### src/rtl/bf16_pkg.sv
// Shared bfloat16 constants and the scheduler state encoding.
package bf16_pkg;

   localparam int unsigned BF16_W = 16;
   localparam logic [BF16_W-1:0] BF16_QNAN = 16'h7FC0;

   typedef enum logic [1:0] {
      IDLE   = 2'd0,
      LAUNCH = 2'd1,
      WAIT   = 2'd2,
      RESP   = 2'd3
   } sched_state_t;

endpackage

### src/rtl/rr_pick.sv
// Combinational round-robin selector: first asserted request after last_grant, wrapping.
module rr_pick #(
   parameter int unsigned N_REQ = 4,
   localparam int unsigned IDW = $clog2(N_REQ)
) (
   input  logic [N_REQ-1:0] req,
   input  logic [IDW-1:0]   last_grant,
   output logic [N_REQ-1:0] gnt_c,
   output logic [IDW-1:0]   idx_c,
   output logic             any_c
);

   logic [IDW-1:0] cand;

   always_comb begin
      gnt_c = '0;
      idx_c = '0;
      any_c = 1'b0;
      cand  = '0;
      for (int unsigned i = 1; i <= N_REQ; i++) begin
         cand = IDW'((32'(last_grant) + i) % N_REQ);
         if (!any_c && req[cand]) begin
            any_c       = 1'b1;
            idx_c       = cand;
            gnt_c[cand] = 1'b1;
         end
      end
   end

endmodule

### src/rtl/bf16_mult_sched.sv
// Round-robin scheduler sharing one multi-cycle bf16 multiplier, with a watchdog
// that turns a stalled multiplication into a qNaN error response.
module bf16_mult_sched
   import bf16_pkg::*;
#(
   parameter int unsigned N_REQ   = 4,
   parameter int unsigned TIMEOUT = 32,
   localparam int unsigned IDW = $clog2(N_REQ)
) (
   input  logic                    clk,
   input  logic                    reset,
   input  logic [N_REQ-1:0]        req_valid,
   input  logic [BF16_W*N_REQ-1:0] req_a,
   input  logic [BF16_W*N_REQ-1:0] req_b,
   output logic [N_REQ-1:0]        req_ready,
   output logic [BF16_W-1:0]       mult_a,
   output logic [BF16_W-1:0]       mult_b,
   output logic                    mult_launch,
   input  logic [BF16_W-1:0]       mult_out,
   input  logic                    mult_ready,
   output logic                    rsp_valid,
   output logic [BF16_W-1:0]       rsp_data,
   output logic [IDW-1:0]          rsp_id,
   output logic                    rsp_err,
   input  logic                    rsp_ready
);

   localparam int unsigned WDW = $clog2(TIMEOUT);

   sched_state_t      state_q, state_d;
   logic [IDW-1:0]    last_q, last_d;
   logic [IDW-1:0]    id_q, id_d;
   logic [BF16_W-1:0] a_q, a_d, b_q, b_d;
   logic [BF16_W-1:0] data_q, data_d;
   logic              err_q, err_d;
   logic [WDW-1:0]    wd_q, wd_d;

   logic [N_REQ-1:0]  gnt_c;
   logic [IDW-1:0]    pick_idx_c;
   logic              pick_any_c;
   logic              accept_c;
   logic [BF16_W-1:0] sel_a_c, sel_b_c;

   rr_pick #(.N_REQ(N_REQ)) u_rr_pick (
      .req        (req_valid),
      .last_grant (last_q),
      .gnt_c      (gnt_c),
      .idx_c      (pick_idx_c),
      .any_c      (pick_any_c)
   );

   // Operand mux driven by the one-hot grant.
   always_comb begin
      sel_a_c = '0;
      sel_b_c = '0;
      for (int unsigned i = 0; i < N_REQ; i++) begin
         if (gnt_c[i]) begin
            sel_a_c = req_a[i*BF16_W +: BF16_W];
            sel_b_c = req_b[i*BF16_W +: BF16_W];
         end
      end
   end

   assign accept_c  = (state_q == IDLE) && pick_any_c;
   assign req_ready = (state_q == IDLE) ? gnt_c : '0;

   always_comb begin
      state_d = state_q;
      last_d  = last_q;
      id_d    = id_q;
      a_d     = a_q;
      b_d     = b_q;
      data_d  = data_q;
      err_d   = err_q;
      wd_d    = wd_q;
      unique case (state_q)
         IDLE: begin
            if (accept_c) begin
               a_d     = sel_a_c;
               b_d     = sel_b_c;
               id_d    = pick_idx_c;
               last_d  = pick_idx_c;
               state_d = LAUNCH;
            end
         end
         LAUNCH: begin
            wd_d    = '0;
            state_d = WAIT;
         end
         WAIT: begin
            // A ready arriving on the final watchdog cycle still counts as success.
            if (mult_ready) begin
               data_d  = mult_out;
               err_d   = 1'b0;
               state_d = RESP;
            end else if (wd_q == WDW'(TIMEOUT - 1)) begin
               data_d  = BF16_QNAN;
               err_d   = 1'b1;
               state_d = RESP;
            end else begin
               wd_d = wd_q + WDW'(1);
            end
         end
         RESP: begin
            if (rsp_ready) state_d = IDLE;
         end
         default: state_d = IDLE;
      endcase
   end

   always_ff @(posedge clk) begin
      if (!reset) begin
         state_q <= IDLE;
         last_q  <= IDW'(N_REQ - 1);
         id_q    <= '0;
         a_q     <= '0;
         b_q     <= '0;
         data_q  <= '0;
         err_q   <= 1'b0;
         wd_q    <= '0;
      end else begin
         state_q <= state_d;
         last_q  <= last_d;
         id_q    <= id_d;
         a_q     <= a_d;
         b_q     <= b_d;
         data_q  <= data_d;
         err_q   <= err_d;
         wd_q    <= wd_d;
      end
   end

   assign mult_a      = a_q;
   assign mult_b      = b_q;
   assign mult_launch = (state_q == LAUNCH);
   assign rsp_valid   = (state_q == RESP);
   assign rsp_data    = data_q;
   assign rsp_id      = id_q;
   assign rsp_err     = err_q;

endmodule

### config.mk
export PLATFORM = sky130hd
export DESIGN_NAME = bf16_mult_sched
export DESIGN_NICKNAME = d
export VERILOG_FILES = /design/src/rtl/bf16_pkg.sv /design/src/rtl/rr_pick.sv /design/src/rtl/bf16_mult_sched.sv
export SDC_FILE = /design/constraint.sdc
export NUM_CORES = 1
export LEC_CHECK = 0
export ABC_AREA = 1
export CAP_MARGIN = 0
export CELL_PAD_IN_SITES_DETAIL_PLACEMENT = 0
export CELL_PAD_IN_SITES_GLOBAL_PLACEMENT = 2
export CORE_ASPECT_RATIO = 1.2
export CORE_MARGIN = 4
export CORE_UTILIZATION = 20
export DETAILED_ROUTE_END_ITERATION = 6
export PLACE_DENSITY_LB_ADDON = 0.1
export RECOVER_POWER = 50
export SYNTH_ARGS = -nofsm -noshare
export SYNTH_HDL_FRONTEND = slang
export SYNTH_SLANG_ARGS = --single-unit
### constraint.sdc
create_clock -name clk -period 3.3 [get_ports clk]
set_input_delay 0.66 -clock clk [delete_from_list [all_inputs] [get_ports clk]]
set_output_delay 0.66 -clock clk [all_outputs]
set_load 0.05 [all_outputs]
== Yosys cells after proc, flatten, opt, wreduce, memory -nomap -nowiden ==
Cells that the tools add are included.

* Bits in writable memories: 0
* Register bits after elaboration: 60
* Input bits: 152
* Output and inout port bits: 57
* Bits in read-only memories: 0
* Logic and storage cells: 100
* Memories kept: 0
* Latch bits: 0

* Shift-type cells: 0
* Bitwise logic cells: 3
* $mul: 0
* Reductions and logical operators: 18
* $add $sub $neg: 5
* Magnitude comparators: 8
* Muxes and demuxes: 49
* Eq/ne operators: 9
* Div/mod/pow operators: 0

{| class="wikitable"
|+ Operators with widths
! operator !! count
|-
| two-way mux 16 bit || 10
|-
| two-way mux 4 bit || 5
|-
| two-way mux 2 bit || 8
|-
| two-way mux 1 bit || 14
|-
| < comparator 2 x 3 -> 1 bit, second input constant || 4
|-
| OR 4 bit || 3
|-
| two-way mux 5 bit || 2
|-
| case mux 5 bit (2 select lines) || 1
|-
| binary-select mux 1 bit (select 2 bit) || 4
|-
| demux 1 bit (select 2 bit) || 4
|-
| greater-or-equal comparator 2 x 1 -> 1 bit, second input constant || 4
|-
| logical AND 1 bit || 8
|-
| case mux 2 bit (4 select lines) || 1
|-
| != test 2 bit, second input constant || 3
|-
| AND reduction 3 bit || 2
|-
| adder 5 x 1 -> 5 bit, second input constant || 1
|-
| equality test 5 bit, second input constant || 1
|-
| adder 2 x 1 -> 2 bit, second input constant || 2
|-
| adder 2 bit, second input constant || 2
|-
| equality test 2 bit, second input constant || 2
|-
| AND reduction 2 bit || 2
|-
| nonzero test 2 bit || 2
|-
| zero test 1 bit || 3
|-
| != test 3 bit, second input constant || 1
|-
| 3 further kinds || 3
|}

== Depth between registers and ports, before layout ==
Gate-level depths: netlist of the first run.

* Word-level depth: 17
* Mapped depth: 16
* Mapped depth without buffers: 14

== Cells and area by module ==
A second synthesis of the first run with hierarchy kept.

* Cells, all modules: 643
* Area total of the unflattened synthesis: 4,215.3 um^2

{| class="wikitable"
|+ By module, submodules not included
! module !! cells each !! area an instance (um^2) !! times used !! seq. area each (um^2)
|-
| bf16_mult_sched || 562 || 3,679.8 || 1 || 1,201.2
|-
| rr_pick || 81 || 535.5 || 1 || 0.0
|}

== Worst setup path before layout of the first run ==
OpenSTA, ideal clock, no wires.

* Path type: reg-to-output
* Start: register last_q[0]
* End: output port req_ready[2]
* Buffers on the path: 1
* Stages on the path, launching flop included: 10
* Data required time: 2.640 ns
* Path slack: 0.390 ns
* Data arrival time: 2.250 ns
* Cells stage by stage: dfxtp_1 > buf_6 > inv_6 > ha_1 > inv_1 > nand3_1 > nand2_1 > nor2_4 > nand3_2 > a31oi_1

* Word-level cells in the longest chain between the ends: 14
* Elaborated cells between the ends (all ways): 49
* Classes of those cells: add/sub (4); order compare (8); mux (24); bitwise (3); reduce/logical (10)

{| class="wikitable"
|+ RTL lines
! item !! line !! text
|-
| start: declaration || bf16_mult_sched.sv:31 || <nowiki>logic [IDW-1:0] last_q, last_d;</nowiki>
|-
| start signal: assignment || bf16_mult_sched.sv:114 || <nowiki>last_q <= IDW'(N_REQ - 1);</nowiki>
|-
| start signal: assignment || bf16_mult_sched.sv:123 || <nowiki>last_q <= last_d;</nowiki>
|-
| parallel branches: the longest is 12 deep, another holds < comparator 2 x 3 -> 1 bit || - ||
|-
| two-way mux 4 bit (*) || rr_pick.sv:22 || <nowiki>if (!any_c && req[cand]) begin</nowiki>
|-
| two-way mux 4 bit (*) || bf16_mult_sched.sv:65 || <nowiki>assign req_ready = (state_q == IDLE) ? gnt_c : '0;</nowiki>
|-
| end: declaration || bf16_mult_sched.sv:15 || <nowiki>output logic [N_REQ-1:0] req_ready,</nowiki>
|}

Every way passes the cells marked *. The select of a mux whose other input is x is not followed.

== Final worst setup path of the first run ==
* Start: input port req_valid[0]
* End: output port req_ready[2]

* Word-level cells in the longest chain between the ends: 13
* Elaborated cells between the ends (all ways): 25
* Classes of those cells: mux (16); bitwise (3); reduce/logical (6)

{| class="wikitable"
|+ RTL lines
! item !! line !! text
|-
| start: declaration || bf16_mult_sched.sv:12 || <nowiki>input logic [N_REQ-1:0] req_valid,</nowiki>
|-
| binary-select mux 1 bit (select 2 bit) || rr_pick.sv:22 ||
|-
| two-way mux 1 bit (implied by the code) || rr_pick.sv:22 ||
|-
| two-way mux 1 bit || rr_pick.sv:22 ||
|-
| zero test 1 bit || rr_pick.sv:22 ||
|-
| logical AND 1 bit || rr_pick.sv:22 ||
|-
| two-way mux 1 bit || rr_pick.sv:22 ||
|-
| zero test 1 bit || rr_pick.sv:22 ||
|-
| logical AND 1 bit || rr_pick.sv:22 ||
|-
| two-way mux 1 bit || rr_pick.sv:22 ||
|-
| zero test 1 bit || rr_pick.sv:22 ||
|-
| logical AND 1 bit || rr_pick.sv:22 ||
|-
| two-way mux 4 bit (*) || rr_pick.sv:22 ||
|-
| two-way mux 4 bit (*) || bf16_mult_sched.sv:65 ||
|}

Every way passes the cells marked *; elsewhere a longest branch is shown, timed or not. The select of a mux whose other input is x is not followed.

==> reports/summary.txt, run 1 <==
Status = finished, final reports clean
CTS tree = yes
Crit path cell chain = dlygate4sd3_1 > nand2_1 > nand2_1 > nor2_1 > nand3_2 > inv_2 > nand2_1 > a31oi_1 > buf_12
Die area = 0.0217 mm2
Most area-consuming cells after synthesis = dfxtp_1 31%, a21oi_1 18%, nand2_1 11%
Yosys reg bits = 60
Crit path launch type = input port
CTS HTree Levels = 3
Share of the synthesized area in the top cell type = 0.309
CP Max Fanout = 6
Ant. Diodes = 0
Vias in the first global route = 4585
Residual DRC = 0
Mapped Cells = 558
I/O pin cnt = 209
Root buffer cell = clkbuf_16
Worst Skew = 0.00558 ns
Dominant cell type by area after synthesis = dfxtp_1
Clock transition at the registers of the reported paths = 0.05 ns
Library cells used by synthesis = 36
Ratio of cells with drive above 1 in the final layout = 0.0914
Cts bufs inserted = 9
Pwr/cell area = 1050 mW/mm2
Max Cap Viol = 0
Final setup fails = 0
CP dominant cell by count = nand2_1
Final Wtd Congestion = 0.773
Worst Hold Class = register to register
# placed instances = 996
Final hold viol count = 0
Initial antenna violation count = 0
Critical path capture point type = output port
Drt wl/cell = 16.1 um
Total congestion overflow = 0
Post-route ant nets = 0
Leak pwr = 2.78 nW
Die W = 135 um
Syn avg cell area = 6.96 um2
Post-Syn Nets = 725
Vias per inst = 4.34
Period minus WS final = 3.09 ns
# clock sinks = 60
Critical path class = input port to output port
NumNets Final = 918
Fill cells = 2084
Crit share post-route = 0.937
CTS Buffer Depth = 2
Vias = 4385
Slowest stage delay, CP = 0.56 ns
Synthesis-to-finish area growth = 65.4%
Std cell rows = 55
RSZ-0062 raised after global routing = false
Crit path DAT = 2.43 ns
Mapped Area = 0.00388 mm2
Pin count of the biggest net entering global routing = 65
VDD IR max = 0.000299 V
WHS = 0.460 ns
Core area = 0.0190 mm2
Final Instance Count excl. Fillers = 1011
Max Slew Vio Count = 0
Sequential fraction of the synthesis area = 0.309
Tightest Pin Transition = 0.648 ns
Design Power = 6.75 mW
Drt initial violations = 150
First-pass GRT wire length = 25400 um
Worst rel slew slack = 0.567
Chip height = 161 um
Post-DP HPWL = 12100 um
CP max-delay cell = dlygate4sd3_1
DRT Wirelength = 16300 um
Number of port buffers = 208
Starting Density = 0.204
Final setup TNS = 0 ns
GRT Total Usage = 0.147
Max Clk Rate = 323 MHz
Critical path required time = 2.64 ns
Yosys warning count = 0
Setup Fix Bufs, Post-CTS = 0
Hold buffers post-CTS = 0
Initial DRT Pass Iterations = 4
Worst-skew pair later-pin latency = 0.33 ns
==> state kept, by name, summed over array words and instances (netlist names) <==
name      count
mult_a       16
mult_b       16
rsp_data     16
wd_q          5
last_q        2
rsp_id        2
state_q       2
rsp_err       1
==> metal layers <==
metal / track usage / vias to the layer above / wire, um / share of wire
met5: 0 / - / 0 / 0
met4: 0.0513 / 0 / 334 / 0.020
met3: 0.0335 / 17 / 1120 / 0.068
met2: 0.249 / 150 / 7700 / 0.47
met1: 0.183 / 1945 / 7160 / 0.44
li1: - / 2273 / - / -
==> power by group <==
part	switching, mW	leakage [nW]	internal, mW
Clock	0.339	0.138	0.599
Combinational	3.19	2.15	1.57
Sequential	0.111	0.493	0.944
Total	3.64	2.78	3.12
==> worst max-delay path: cells and delay by family <==
| kind | cells | cell delay (ns) |
|---|---|---|
| simple gates | 5 | 0.60 |
| compound gates | 1 | 0.32 |
| buf+inv | 3 | 0.85 |
==> worst paths after layout <==
kind                                                from                        to  slack [ns]  depth (start not counted)
worst max-delay path                        req_valid[0]              req_ready[2]        0.21                          9
worst min-delay path            rsp_data[2]$_SDFFE_PN0P_  rsp_data[2]$_SDFFE_PN0P_        0.46                          2
worst max register to register   state_q[0]$_SDFFE_PN0P_      wd_q[2]$_SDFFE_PN0P_        0.46                         10
worst min register to register  rsp_data[2]$_SDFFE_PN0P_  rsp_data[2]$_SDFFE_PN0P_        0.46                          2
==> cells in the mapped netlist, drive strengths merged <==
| master | n |
|---|---|
| dfxtp | 60 |
| clkbuf | 11 |
| buf | 25 |
| o21ai | 36 |
| nand2 | 119 |
| a22oi | 1 |
| nor3 | 7 |
| nand3 | 49 |
| a211oi | 2 |
| or3b | 1 |
| a21oi | 144 |
| o211ai | 4 |
| o311ai | 1 |
| ha | 15 |
| a31oi | 1 |
| nor2 | 9 |
| inv | 61 |
| a21boi | 3 |
| o221a | 9 |
==> logic make-up (layout without fill, tap and decap cells) <==
group / Yosys count / in the layout / synth area share
adders and majority gates: 15 / 15 / 0.0483
buffers and inverters: 97 / 294 / 0.126
AOI/OAI and AO/OA: 201 / 201 / 0.289
and+or+nand+nor: 185 / 185 / 0.227
DFF: 60 / 60 / 0.309
==> cells in the final DEF (no fill, tap or decap), types with 2 or more instances in the layout <==
master,instances
a21oi_1,142
nand2_2,5
clkbuf_16,9
o21ai_0,33
o21ai_1,3
dfxtp_1,59
nand3_1,42
inv_1,53
nand2_4,2
nand3_4,2
clkinvlp_4,2
nand2_1,112
a211oi_1,2
nor2_4,2
dlygate4sd3_1,40
buf_12,4
nor2_1,7
o211ai_1,4
inv_2,6
o221a_2,9
clkdlybuf4s50_1,163
nor3_1,6
nand3_2,5
buf_4,10
ha_1,15
==> stage by stage <==
step / setup slack [ns] / util / area, um2
finish: 0.208 / 0.338 / 6420
global route: 0.0386 / 0.338 / 6420
CTS: 0.0705 / 0.339 / 6430
detailed placement: 0.301 / 0.323 / 6140
global placement: 0.285 / 0.323 / 6140
floorplan: 0.390 / - / 3880
==> timing repair <==
item	4_1_cts	5_1_grt
endpoints found under the setup margin	0	4
gates resized for setup	0	1
endpoints found under the hold margin	0	0
==> layout make-up <==
type,count,area [um2],share of cell area
repair buffers,218,2190,0.341
multi-input cells,401,2180,0.339
flip-flops and latches,60,1200,0.187
well taps,256,320,0.0499
clock buffers,11,243,0.0378
inverters,61,236,0.0368
clock inverters,4,50.0,0.00779
(Power assumes the default switching activity.)
==> inputs of run 2 (changes only) <==
Settings changed: TNS_END_PERCENT from default to 20.
Clock period 3.3 ns to 3.4 ns, I/O delays scaled along.
==> run 2 against run 1 <==
  * Routed wire length up 1.8%
  * Worst setup slack better by 0.033 ns
  * First-iteration DRC count up 76%
  * Final area down 0.62%
  * Die area unchanged
  * Critical path type unchanged
  * Largest power group unchanged
==> reports/summary.txt, run 2 (synthesis results as in run 1) <==
Crit path DAT = 2.48 ns
Drt initial violations = 264
WHS Path Cells = 2
Setup Fix Bufs, Post-CTS = 0
Post-route ant nets = 0
Worst rel slew slack = 0.520
First-pass GRT wire length = 25800 um
Final design area excluding fillers = 0.00638 mm2
Core area = 0.0190 mm2
Period minus WS final = 3.16 ns
Die area = 0.0217 mm2
Std cell rows = 55
Final setup TNS = 0 ns
Final hold viol count = 0
Die W = 135 um
Met3 GRT Util = 0.0410
Clock transition at the registers of the reported paths = 0.06 ns
Vias in the first global route = 4593
Ant. Diodes = 0
Starting Density = 0.204
Critical path class = input port to output port
Status = finished, final reports clean
Design Power = 6.47 mW
Final WS setup = 0.241 ns
Number of port buffers = 208
Total congestion overflow = 0
CTS Buffer Depth = 2
Worst Skew = 0.00425 ns
Hold buffers post-CTS = 0
Synthesis-to-finish area growth = 64.4%
Fill cells = 2083
WHS = 0.464 ns
CTS tree = yes
Worst-skew pair later-pin latency = 0.33 ns
Vias per inst = 4.43
Most frequent cells in the layout = 163 x clkdlybuf4s50_1, 142 x a21oi_1, 112 x nand2_1, 58 x dfxtp_1, 55 x inv_1
I/O pin cnt = 209
Post-CTS Resized = 0
Initial antenna violation count = 0
Most common cell after layout, fill and taps aside = clkdlybuf4s50_1
CTS HTree Levels = 3
Crit path launch type = input port
# clock sinks = 60
Area taken by multi-input logic gates = 0.00218 mm2
Worst slack, placed = 0.328 ns
Sequential standard cell area = 0.00120 mm2
Root buffer cell = clkbuf_16
Max Slew Vio Count = 0
Placed Area = 0.00611 mm2
M1 GR Usage = 0.189
Initial DRT Pass Iterations = 5
Max Cap Viol = 0
R2R cell count = 11
Ratio of cells with drive above 1 in the final layout = 0.0902
NumNets Final = 916
Max Clk Rate = 317 MHz
Pin count of the biggest net entering global routing = 65
Drt wl/cell = 16.4 um
RSZ-0062 raised after global routing = false
VDD IR max = 0.000362 V
Post-DP HPWL = 12400 um
Leak pwr = 2.77 nW
CP Max Fanout = 6
Grt met2 use = 0.243
Critical path capture point type = output port
Final Wtd Congestion = 0.802
Critical path required time = 2.72 ns
Tightest Pin Transition = 0.721 ns
Residual DRC = 0
Cts bufs inserted = 9
Chip height = 161 um
Crit share post-route = 0.929
Pwr/cell area = 1010 mW/mm2
Final setup fails = 0
Grt peak-use layer = met2
Worst Hold Class = register to register
Vias = 4472
DRT Wirelength = 16600 um
GRT Total Usage = 0.149
[run 2: per-layer routing]
metal / part of all wire / wire length (um)
met3: 0.079 / 1310
met5: 0 / 0
met2: 0.46 / 7680
met1: 0.44 / 7270
met4: 0.021 / 341
[run 2: worst max-delay path, cell delays in order]
cell	delay, ns
dlygate4sd3_1	0.57
nand2_1	0.10
nand2_1	0.09
nor2_1	0.20
nand3_2	0.11
inv_2	0.11
nand2_1	0.11
a31oi_1	0.33
buf_12	0.18
[run 2: metrics by stage]
stage                     utilization  instances
after floorplan                     -        558
after global placement          0.322        994
after detailed placement        0.322        994
after CTS                       0.337       1010
after global routing            0.336       1010
final                           0.336       1010
[run 2: final cells by class]
class                   instances  area share
flip-flops and latches         60       0.189
well taps                     256      0.0502
clock inverters                 6     0.00627
clock buffers                  10      0.0374
inverters                      61      0.0371
multi-input cells             401       0.341
repair buffers                216       0.339
[run 2: report_power, final]
part	total [mW]	switching, mW	internal (mW)
clock	0.860	0.349	0.511
combinational	4.57	3.08	1.49
sequential	1.04	0.120	0.917
[run 2: worst paths after layout]
path	from	endpoint	slack, ns
max reg2reg	state_q[0]$_SDFFE_PN0P_	wd_q[3]$_SDFFE_PN0P_	0.31
min	rsp_data[0]$_SDFFE_PN0P_	rsp_data[0]$_SDFFE_PN0P_	0.46
max	req_valid[0]	req_ready[2]	0.24
min reg2reg	rsp_data[0]$_SDFFE_PN0P_	rsp_data[0]$_SDFFE_PN0P_	0.46
==> inputs of run 3 (changes only) <==
Settings changed: CORE_UTILIZATION 20 to 18, SLEW_MARGIN from default to 40.
Clock period 3.4 ns to 2.6 ns, I/O delays scaled along.
==> run 3 against run 2 <==
  * Non-clock buffer count up 23
  * Utilization shrank 1.7 points
  * Total power increased by 43%
  * Final area is 5.5% higher
  * Die area increased by 10%
  * Critical path depth up 2
  * Largest power group unchanged
==> reports/summary.txt, run 3 (synthesis results as in run 1) <==
CP Max Fanout = 7
Crit share post-route = 0.952
Post-route ant nets = 0
Die W = 142 um
Sw power = 4.85 mW
# clock sinks = 60
Most frequent cells in the layout = 161 x clkdlybuf4s50_1, 142 x a21oi_1, 107 x nand2_1, 58 x dfxtp_1, 51 x inv_1
Clock share of power = 0.135
Worst Skew = 0.00938 ns
Final WS setup = 0.126 ns
Tightest Pin Transition = 0.692 ns
Final hold viol count = 0
Reg power frac = 0.144
Critical path required time = 2.08 ns
Worst Hold Class = register to register
Pin count of the biggest net entering global routing = 37
Vias in the first global route = 4658
# placed instances = 1028
Die area = 0.0240 mm2
Core Util, Final = 0.319
Std cell rows = 58
RSZ-0062 raised after global routing = false
Leak pwr = 2.92 nW
Final setup fails = 0
Final Instance Count excl. Fillers = 1048
Period minus WS final = 2.47 ns
Drt initial violations = 162
CTS tree = yes
Residual DRC = 0
Crit path launch type = register
Core area = 0.0211 mm2
Comb power frac = 0.721
Vias per inst = 4.33
Critical path capture point type = output port
Final Wtd Congestion = 0.762
Total internal power = 4.38 mW
I/O pin cnt = 209
Status = finished, final reports clean
Initial DRT Pass Iterations = 6
Worst slack, placed = -0.0805 ns
VDD IR max = 0.000598 V
Hold path start = rsp_data[2]$_SDFFE_PN0P_
Hold buffers post-CTS = 0
Number of port buffers = 208
First-pass GRT wire length = 26100 um
Vias = 4537
CTS HTree Levels = 3
Final setup TNS = 0 ns
Worst rel slew slack = 0.533
Clock transition at the registers of the reported paths = 0.06 ns
Max Slew Vio Count = 0
Most common cell after layout, fill and taps aside = clkdlybuf4s50_1
Max Cap Viol = 0
Critical path class = register to output port
Synthesis-to-finish area growth = 73.5%
Net Sw Frac = 0.525
Pwr/cell area = 1370 mW/mm2
GRT Total Usage = 0.139
Starting Density = 0.184
Total congestion overflow = 0
Crit path DAT = 1.95 ns
Max Clk Rate = 404 MHz
Post-DP HPWL = 12700 um
Root buffer cell = clkbuf_16
NumNets Final = 939
Initial antenna violation count = 1
DRT Wirelength = 17200 um
Drt wl/cell = 16.4 um
Ratio of cells with drive above 1 in the final layout = 0.134
FF-to-FF Start = state_q[0]$_SDFFE_PN0P_
Cts bufs inserted = 9
Crit path launch = last_q[0]$_SDFFE_PN1P_
CTS Buffer Depth = 2
Worst-skew pair later-pin latency = 0.34 ns
Chip height = 169 um
## run 3: cell types whose count changed in the layout (fill, tap and decap cells not counted), sizes merged, moves of 2 or more
cell           previous run  this run
clkdlybuf4s50           163       161
clkbuf                   10        13
buf                      13        33
clkinv                    5         3
dlygate4sd2               0         4
dlygate4sd3              40        38
## run 3: through the flow
stage	area [um2]	power (mW)	hold slack (ns)
floorplan	3890	5.89	0.449
global placement	6360	7.98	0.447
detailed placement	6360	8.01	0.453
CTS	6730	9.46	0.465
global route	6740	10.1	0.486
finish	6740	9.23	0.462
## run 3: cell type report
type	count	area, um2
repair buffers	239	2410
diodes	1	2.50
multi-input cells	401	2240
inverters	61	239
well taps	270	338
clock inverters	6	63.8
fillers	2282	14400
flip-flops and latches	60	1210
clock buffers	10	239
## run 3: critical path, cell delays in order, from the launching register on
cell and delay, ns:
dfxtp_4 0.36, inv_6 0.03, ha_4 0.27, inv_2 0.05
nand2_2 0.08, nand2_4 0.10, nor2_4 0.22, a22oi_2 0.09
nand3_2 0.11, nand2_2 0.06, inv_2 0.08, buf_8 0.14
## run 3: final timing paths
check / slack, ns / to / depth (start not counted)
worst max-delay path: 0.13 / req_ready[3] / 11
worst min-delay path: 0.46 / rsp_data[2]$_SDFFE_PN0P_ / 2
worst max register to register: 0.33 / wd_q[2]$_SDFFE_PN0P_ / 10
worst min register to register: 0.46 / rsp_data[2]$_SDFFE_PN0P_ / 2
## run 3: routing by layer
metal	vias up	routed length, um	part of all wire	GRT usage
met5	-	0	0	0
met4	0	272	0.016	0.0459
met3	14	1260	0.074	0.0387
met2	147	8040	0.47	0.231
met1	2051	7610	0.44	0.173
li1	2325	-	-	-
## run 3: repair_timing
action,CTS,global route
setup endpoints to repair,4,4
pin swaps,6,10
buffers inserted,3,0
gates resized for setup,15,10
## run 3: power groups by stage
| stage | clock network, mW | logic [mW] | registers, mW |
|---|---|---|---|
| 2_1_floorplan | 0 | 3.78 | 2.11 |
| 3_3_place_gp | 0 | 6.64 | 1.34 |
| 3_5_place_dp | 0 | 6.66 | 1.35 |
| 4_1_cts | 1.32 | 6.82 | 1.33 |
| 5_1_grt | 1.35 | 7.35 | 1.36 |
| 6_report | 1.25 | 6.65 | 1.33 |
